==> src/rtl/conv_window_gen_5x5.sv <==
// Streaming 5x5 sliding-window generator: raster pixel stream in, stride-1
// unpadded 5x5 window (IF1 = top-left .. IF25 = bottom-right) plus valid out.
module conv_window_gen_5x5 #(
    parameter int unsigned IMG_W  = 32,
    parameter int unsigned IMG_H  = 32,
    parameter int unsigned DATA_W = 8,
    localparam int unsigned COL_W = $clog2(IMG_W),
    localparam int unsigned ROW_W = $clog2(IMG_H)
) (
    input  logic                  clk,
    input  logic                  reset_n,
    input  logic                  in_valid,
    input  logic                  in_sof,
    input  logic [DATA_W-1:0]     in_pixel,
    output logic                  win_valid,
    output logic [25*DATA_W-1:0]  win_out,
    output logic [ROW_W-1:0]      out_row,
    output logic [COL_W-1:0]      out_col,
    output logic                  frame_done
);

    localparam int unsigned K     = 5;
    localparam int unsigned LINES = 4;

    logic [ROW_W-1:0]  r, r_cur, r_nxt;
    logic [COL_W-1:0]  c, c_cur, c_nxt;
    logic [DATA_W-1:0] lb      [LINES][IMG_W];
    logic [DATA_W-1:0] win     [K][K];
    logic [DATA_W-1:0] new_col [K];
    logic              win_hit;
    logic              last_px;

    // Position of the current pixel; start-of-frame forces it to (0,0)
    always_comb begin
        r_cur = in_sof ? '0 : r;
        c_cur = in_sof ? '0 : c;
        r_nxt = r_cur;
        c_nxt = c_cur + COL_W'(1);
        if (c_cur == COL_W'(IMG_W - 1)) begin
            c_nxt = '0;
            r_nxt = (r_cur == ROW_W'(IMG_H - 1)) ? '0 : r_cur + ROW_W'(1);
        end
        win_hit = (r_cur >= ROW_W'(4)) && (c_cur >= COL_W'(4));
        last_px = (r_cur == ROW_W'(IMG_H - 1)) && (c_cur == COL_W'(IMG_W - 1));
        new_col[0] = lb[3][c_cur];
        new_col[1] = lb[2][c_cur];
        new_col[2] = lb[1][c_cur];
        new_col[3] = lb[0][c_cur];
        new_col[4] = in_pixel;
    end

    always_ff @(posedge clk or negedge reset_n) begin
        if (!reset_n) begin
            r <= '0;
            c <= '0;
        end else if (in_valid) begin
            r <= r_nxt;
            c <= c_nxt;
        end
    end

    // Line buffers carry no reset; the row counter gates any stale content
    always_ff @(posedge clk) begin
        if (in_valid) begin
            lb[3][c_cur] <= lb[2][c_cur];
            lb[2][c_cur] <= lb[1][c_cur];
            lb[1][c_cur] <= lb[0][c_cur];
            lb[0][c_cur] <= in_pixel;
        end
    end

    always_ff @(posedge clk or negedge reset_n) begin
        if (!reset_n) begin
            for (int unsigned i = 0; i < K; i++) begin
                for (int unsigned j = 0; j < K; j++) begin
                    win[i][j] <= '0;
                end
            end
        end else if (in_valid) begin
            for (int unsigned i = 0; i < K; i++) begin
                for (int unsigned j = 0; j < K - 1; j++) begin
                    win[i][j] <= win[i][j+1];
                end
                win[i][K-1] <= new_col[i];
            end
        end
    end

    always_ff @(posedge clk or negedge reset_n) begin
        if (!reset_n) begin
            win_valid  <= 1'b0;
            frame_done <= 1'b0;
            out_row    <= '0;
            out_col    <= '0;
        end else begin
            win_valid  <= in_valid && win_hit;
            frame_done <= in_valid && win_hit && last_px;
            if (in_valid && win_hit) begin
                out_row <= r_cur - ROW_W'(4);
                out_col <= c_cur - COL_W'(4);
            end
        end
    end

    // Row-major flattening of the window registers
    always_comb begin
        win_out = '0;
        for (int unsigned i = 0; i < K; i++) begin
            for (int unsigned j = 0; j < K; j++) begin
                win_out[(i*K+j)*DATA_W +: DATA_W] = win[i][j];
            end
        end
    end

endmodule

==> config.mk <==
export PLATFORM = sky130hd
export DESIGN_NAME = conv_window_gen_5x5
export DESIGN_NICKNAME = d
export VERILOG_FILES = /design/src/rtl/conv_window_gen_5x5.sv
export SDC_FILE = /design/constraint.sdc
export NUM_CORES = 1
export LEC_CHECK = 0
export ABC_AREA = 1
export CAP_MARGIN = 20
export CORE_MARGIN = 8
export CORE_UTILIZATION = 39
export DETAILED_ROUTE_END_ITERATION = 10
export PLACE_DENSITY = 0.52
export SLEW_MARGIN = 20
export SYNTH_ARGS = -nofsm -noshare
export SYNTH_HDL_FRONTEND = slang
export SYNTH_SLANG_ARGS = --single-unit
==> constraint.sdc <==
create_clock -name clk -period 5.7 [get_ports clk]
set_input_delay 1.425 -clock clk [delete_from_list [all_inputs] [get_ports clk]]
set_output_delay 1.425 -clock clk [all_outputs]
set_load 0.005 [all_outputs]
# Word-level counts from Yosys, hierarchy flattened
# Memory sizes are Yosys's and may differ from the RTL's.
# Index checks and enable logic that the tools add are counted.
[word_totals]
ff_bits = 222
out_inout_bits = 212
input_bits = 12
word_cells = 69
mem_count = 1
ramBits = 1024
[classes]
add_sub_neg = 4
n_lt_le_gt_ge = 4
bitwise = 1
mux = 21
eq_ne = 2
n_reduce_logical = 5
[memory_table]
columns = ["name", "depth", "width", "rd", "rd_ports_with_merged_regs", "write_ports", "line_no", "source"]
rows = [
  ["lb", 4, 256, 4, 0, 4, "27", "logic [DATA_W-1:0] lb [LINES][IMG_W];"],
]
[ops]
columns = ["operator", "n"]
rows = [
  ["two-way mux 256 bit", 1],
  ["binary-select mux 8 bit (select 5 bit)", 4],
  ["two-way mux 8 bit", 9],
  ["demux 8 bit (select 5 bit)", 1],
  ["two-way mux 5 bit", 5],
  ["adder 5 x 1 -> 5 bit, second input constant", 2],
  ["equality test 5 bit, second input constant", 2],
  ["greater-or-equal comparator 5 x 3 -> 1 bit, second input constant", 2],
  ["subtractor 5 x 3 -> 5 bit, second input constant", 2],
  ["greater-or-equal comparator 6 bit, second input constant", 1],
  ["less-than comparator 6 x 1 -> 1 bit, second input constant", 1],
  ["inverter 5 -> 6 bit", 1],
  ["logical AND 1 bit", 5],
  ["two-way mux 1 bit", 1],
]

# Logic depth before layout (Yosys ltp)
[logic_depth]
ltp_word = 7
depth_mapped = 14
ltp_nobuf = 11

# Worst setup path after synthesis
# OpenSTA, ideal clock, no wires.
[synth_timing]
path_kind = "input -> register"
from = "input in_sof"
to = "memory lb[0][0] (netlist bit) (enable)"
stages = 7
setup_time_ps = 421
required_time_ps = 5279
arrival_ps = 3862
path_buffers = 3
slack_ps = 1417
cell_sequence = "buf_6 nor2_8 buf_2 buf_2 ha_1 nand2_1 nor2_1"
[synth_rtl]
columns = ["item", "line_no", "source"]
rows = [
  ["start, declared", "13", "input logic in_sof,"],
  ["end, declared", "27", ""],
]

==> results.md <==
### Finish
* leading cell type in the layout, fill and taps excluded: sky130_fd_sc_hd__nand2_1
* growth of design area from synthesis to finish: 17.0%
* Nets: 5467
* total area of multi-input combinational cells: 12000 um2
* area taken by flip-flops and latches: 36300 um2
* fill cell instance count of the final layout: 12700
* final cell count without fillers: 7334
* fraction of layout cells with a size suffix above 1: 6.97%
* top library cells by usage in the layout, fill and taps aside: sky130_fd_sc_hd__nand2_1, sky130_fd_sc_hd__edfxtp_1, sky130_fd_sc_hd__inv_1

### Setup path
* sort of element at the end of the critical path: flip-flop
* data arrival at the endpoint of the critical path: 4.32 ns
* Crit Reg-Reg Startpoint: c[0]
* category of the worst setup path launch point: primary input
* data required time at the worst endpoint: 6.12 ns
* Worst R2R End: lb[2][170]
* register-to-register setup slack: 2.23 ns
* crit-path max FO: 24
* kind of critical path: in -> reg
* cells on worst reg2reg path: 11

### Placed design
* Detailed Place HPWL: 92300 um
* DP Cell Count: 7086
* final weighted congestion of routability-driven global placement: 0.802
* Setup WS pre-CTS: 1.05 ns
* number of port buffers: 223

### Drt
* Routed wire per std cell: 22.1 um
* initial DRC count: 3148
* Via Count: 36300
* Final Routed Wirelength: 162000 um
* via density per instance: 4.95
* router iterations before antenna repair: 5
* post-route DRC violation count: 0
* post-detailed-route count of antenna-violating nets: 0

### Power and ir drop
* power density normalized to cell area: 358 nW/um2
* Pleak: 26.7 nW
* maximum vdd ir drop: 298 uV
* overall power: 22.3 mW

### Global route
* Overflow after GRT: 0
* pin count of the biggest net entering global routing: 114
* GRT Resource Usage Total: 21.5%
* number of antenna violations at the first check in global routing: 5
* first-pass GRT wire length: 235000 um
* via count of the first global-routing pass: 34400

### Hold path
* hold path endpoint: win_out[124]
* worst min-delay path category: reg -> reg
* hold wc startpoint: win_out[124]
* instance count along the most critical hold path: 2

### Timing
* final worst slack: 1.79 ns
* worst slew margin relative to its limit: 29.7%
* number of max-slew violations in the final report: 0
* Worst-Margin Slew: 1.06 ns
* final-layout setup total negative slack: 0 ns
* count of endpoints failing setup in the final report: 0
* Max Clk Rate: 256 MHz
* post-layout min period: 3.91 ns
* final worst-path cycle share: 68.5%
* minimum hold slack: 0.470 ns
* count of final hold-check violations: 0
* Clock Skews: 0.0294 ns
* setup repair after global routing missed its margin: false

### Clock tree
* post-CTS clock slew at the launch and capture registers of the worst setup and hold paths: 0.06 ns
* CTS tree: yes
* cell at the root of the clock tree: sky130_fd_sc_hd__clkbuf_16
* number of buffers added by the clock tree synthesis step: 135
* number of levels the H-tree was split into: 4
* Post-CTS Setup Repair Bufs: 0
* maximum buffer depth of the clock tree: 3
* Sink Count: 1246
* later-pin clock latency in the skew report: 0.77 ns
* count of hold buffers inserted by post-cts repair: 0
* post-cts gate resize count: 0

### Logic synthesis
* Synth Register Bits: 1246
* Synth Flop Type: sky130_fd_sc_hd__edfxtp_1
* Async S/R FF share, synth: 17.8%
* Avg Inst Size Synth: 10.2 um2
* share of synthesized area occupied by flip-flops and latches: 68.4%
* post-synth cell types: 31
* number of synthesis warnings: 0
* cell area after synthesis: 53100 um2
* Synthesized Nets: 5234
* Post-Synthesis Cells: 5209
* number of enable-type register cells in the synthesized netlist: 1024

### Floorplan
* I/O pins: 224
* chip width: 385 um
* die height: 385 um
* initial standard-cell utilization of the core: 39.3%
* number of placement rows: 135
* Core ar.: 135000 um2
* die footprint: 148000 um2

### Flow run
* # Max-Cap Violations: 0

### Outcome
* run status: completed

## kinds of logic (layout without fill, tap and decap cells)
family                     Yosys count  in the layout  share of synthesized area [%]
and+or+nand+nor                   2414           2414                           19.2
buffers and inverters             1277           1619                           9.65
DFF                               1246           1246                           68.4
AOI/OAI and AO/OA                  257            257                           2.45
adders and majority gates           13             13                          0.306
xor gates and xnor gates             2              2                         0.0330
other                                0              2                              0
## worst max-delay path by stage
stage               cells past startpoint  slack [ns]    from     endpoint
finish                                  9        1.79  in_sof   lb[2][250]
global route                           13        1.64  in_sof  win_out[74]
CTS                                     9        1.86  in_sof   lb[2][253]
detailed placement                      9        1.05  in_sof   lb[2][240]
global placement                        9        1.09  in_sof   lb[2][253]
floorplan                               7        1.42  in_sof     lb[0][0]
## critical path: stages
cell                              delay (ns)
sky130_fd_sc_hd__clkdlybuf4s50_1        0.72
sky130_fd_sc_hd__inv_6                  0.15
sky130_fd_sc_hd__nand2_4                0.30
sky130_fd_sc_hd__inv_4                  0.27
sky130_fd_sc_hd__nor2_4                 0.17
sky130_fd_sc_hd__buf_4                  0.41
sky130_fd_sc_hd__inv_1                  0.30
sky130_fd_sc_hd__nor2_4                 0.18
sky130_fd_sc_hd__buf_4                  0.37
## cells in the mapped netlist, types with 13 or more instances
cell type	number	area, um2
sky130_fd_sc_hd__nor2_1	188	706
sky130_fd_sc_hd__ha_1	13	163
sky130_fd_sc_hd__dfrtp_1	222	5560
sky130_fd_sc_hd__edfxtp_1	1024	30700
sky130_fd_sc_hd__nand2_1	1381	5180
sky130_fd_sc_hd__clkbuf_1	76	285
sky130_fd_sc_hd__inv_1	1002	3760
sky130_fd_sc_hd__buf_4	31	233
sky130_fd_sc_hd__nand3_1	814	4070
sky130_fd_sc_hd__buf_2	146	731
sky130_fd_sc_hd__o21ai_0	194	971
sky130_fd_sc_hd__o21ai_1	45	225
## sequential cells by signal, indices dropped and copies added (netlist names)
register / cells
out_col: 5
lb: 1024
frame_done: 1
c: 5
win_out: 200
r: 5
out_row: 5
win_valid: 1
## per-stage QoR
stage	utilization [%]	instance area [um2]
floorplan	-	53100
global placement	42.9	58000
detailed placement	42.9	58000
CTS	45.9	62100
global route	45.9	62100
finish	45.9	62100
## final cells by class
type	instances	share of cell area, %
Antenna cell	2	0.00805
Clock buffer	193	6.06
Clock inverter	53	0.610
Inverter	1010	6.12
Multi-Input combinational cell	2686	19.3
Sequential cell	1246	58.4
Tap cell	1781	3.59
Timing Repair Buffer	363	5.92
## routing by layer
layer | track usage, % | routed length, um | vias to the layer above | part of all wire [%]
met4 | 7.76 | 5460 | 0 | 3.4
met1 | 29.3 | 70500 | 17700 | 43
met2 | 34.8 | 76300 | 1139 | 47
met3 | 3.50 | 9870 | 241 | 6.1
li1 | - | - | 17200 | -
met5 | 0 | 0 | - | 0
## report_power, final
part / total (mW) / leakage [nW] / internal [mW] / switching, mW
Clock: 8.36 / 2.02 / 4.74 / 3.62
Combinational: 2.97 / 12.7 / 1.02 / 1.96
Sequential: 10.9 / 12.0 / 10.6 / 0.295
(Power assumes the default switching activity.)
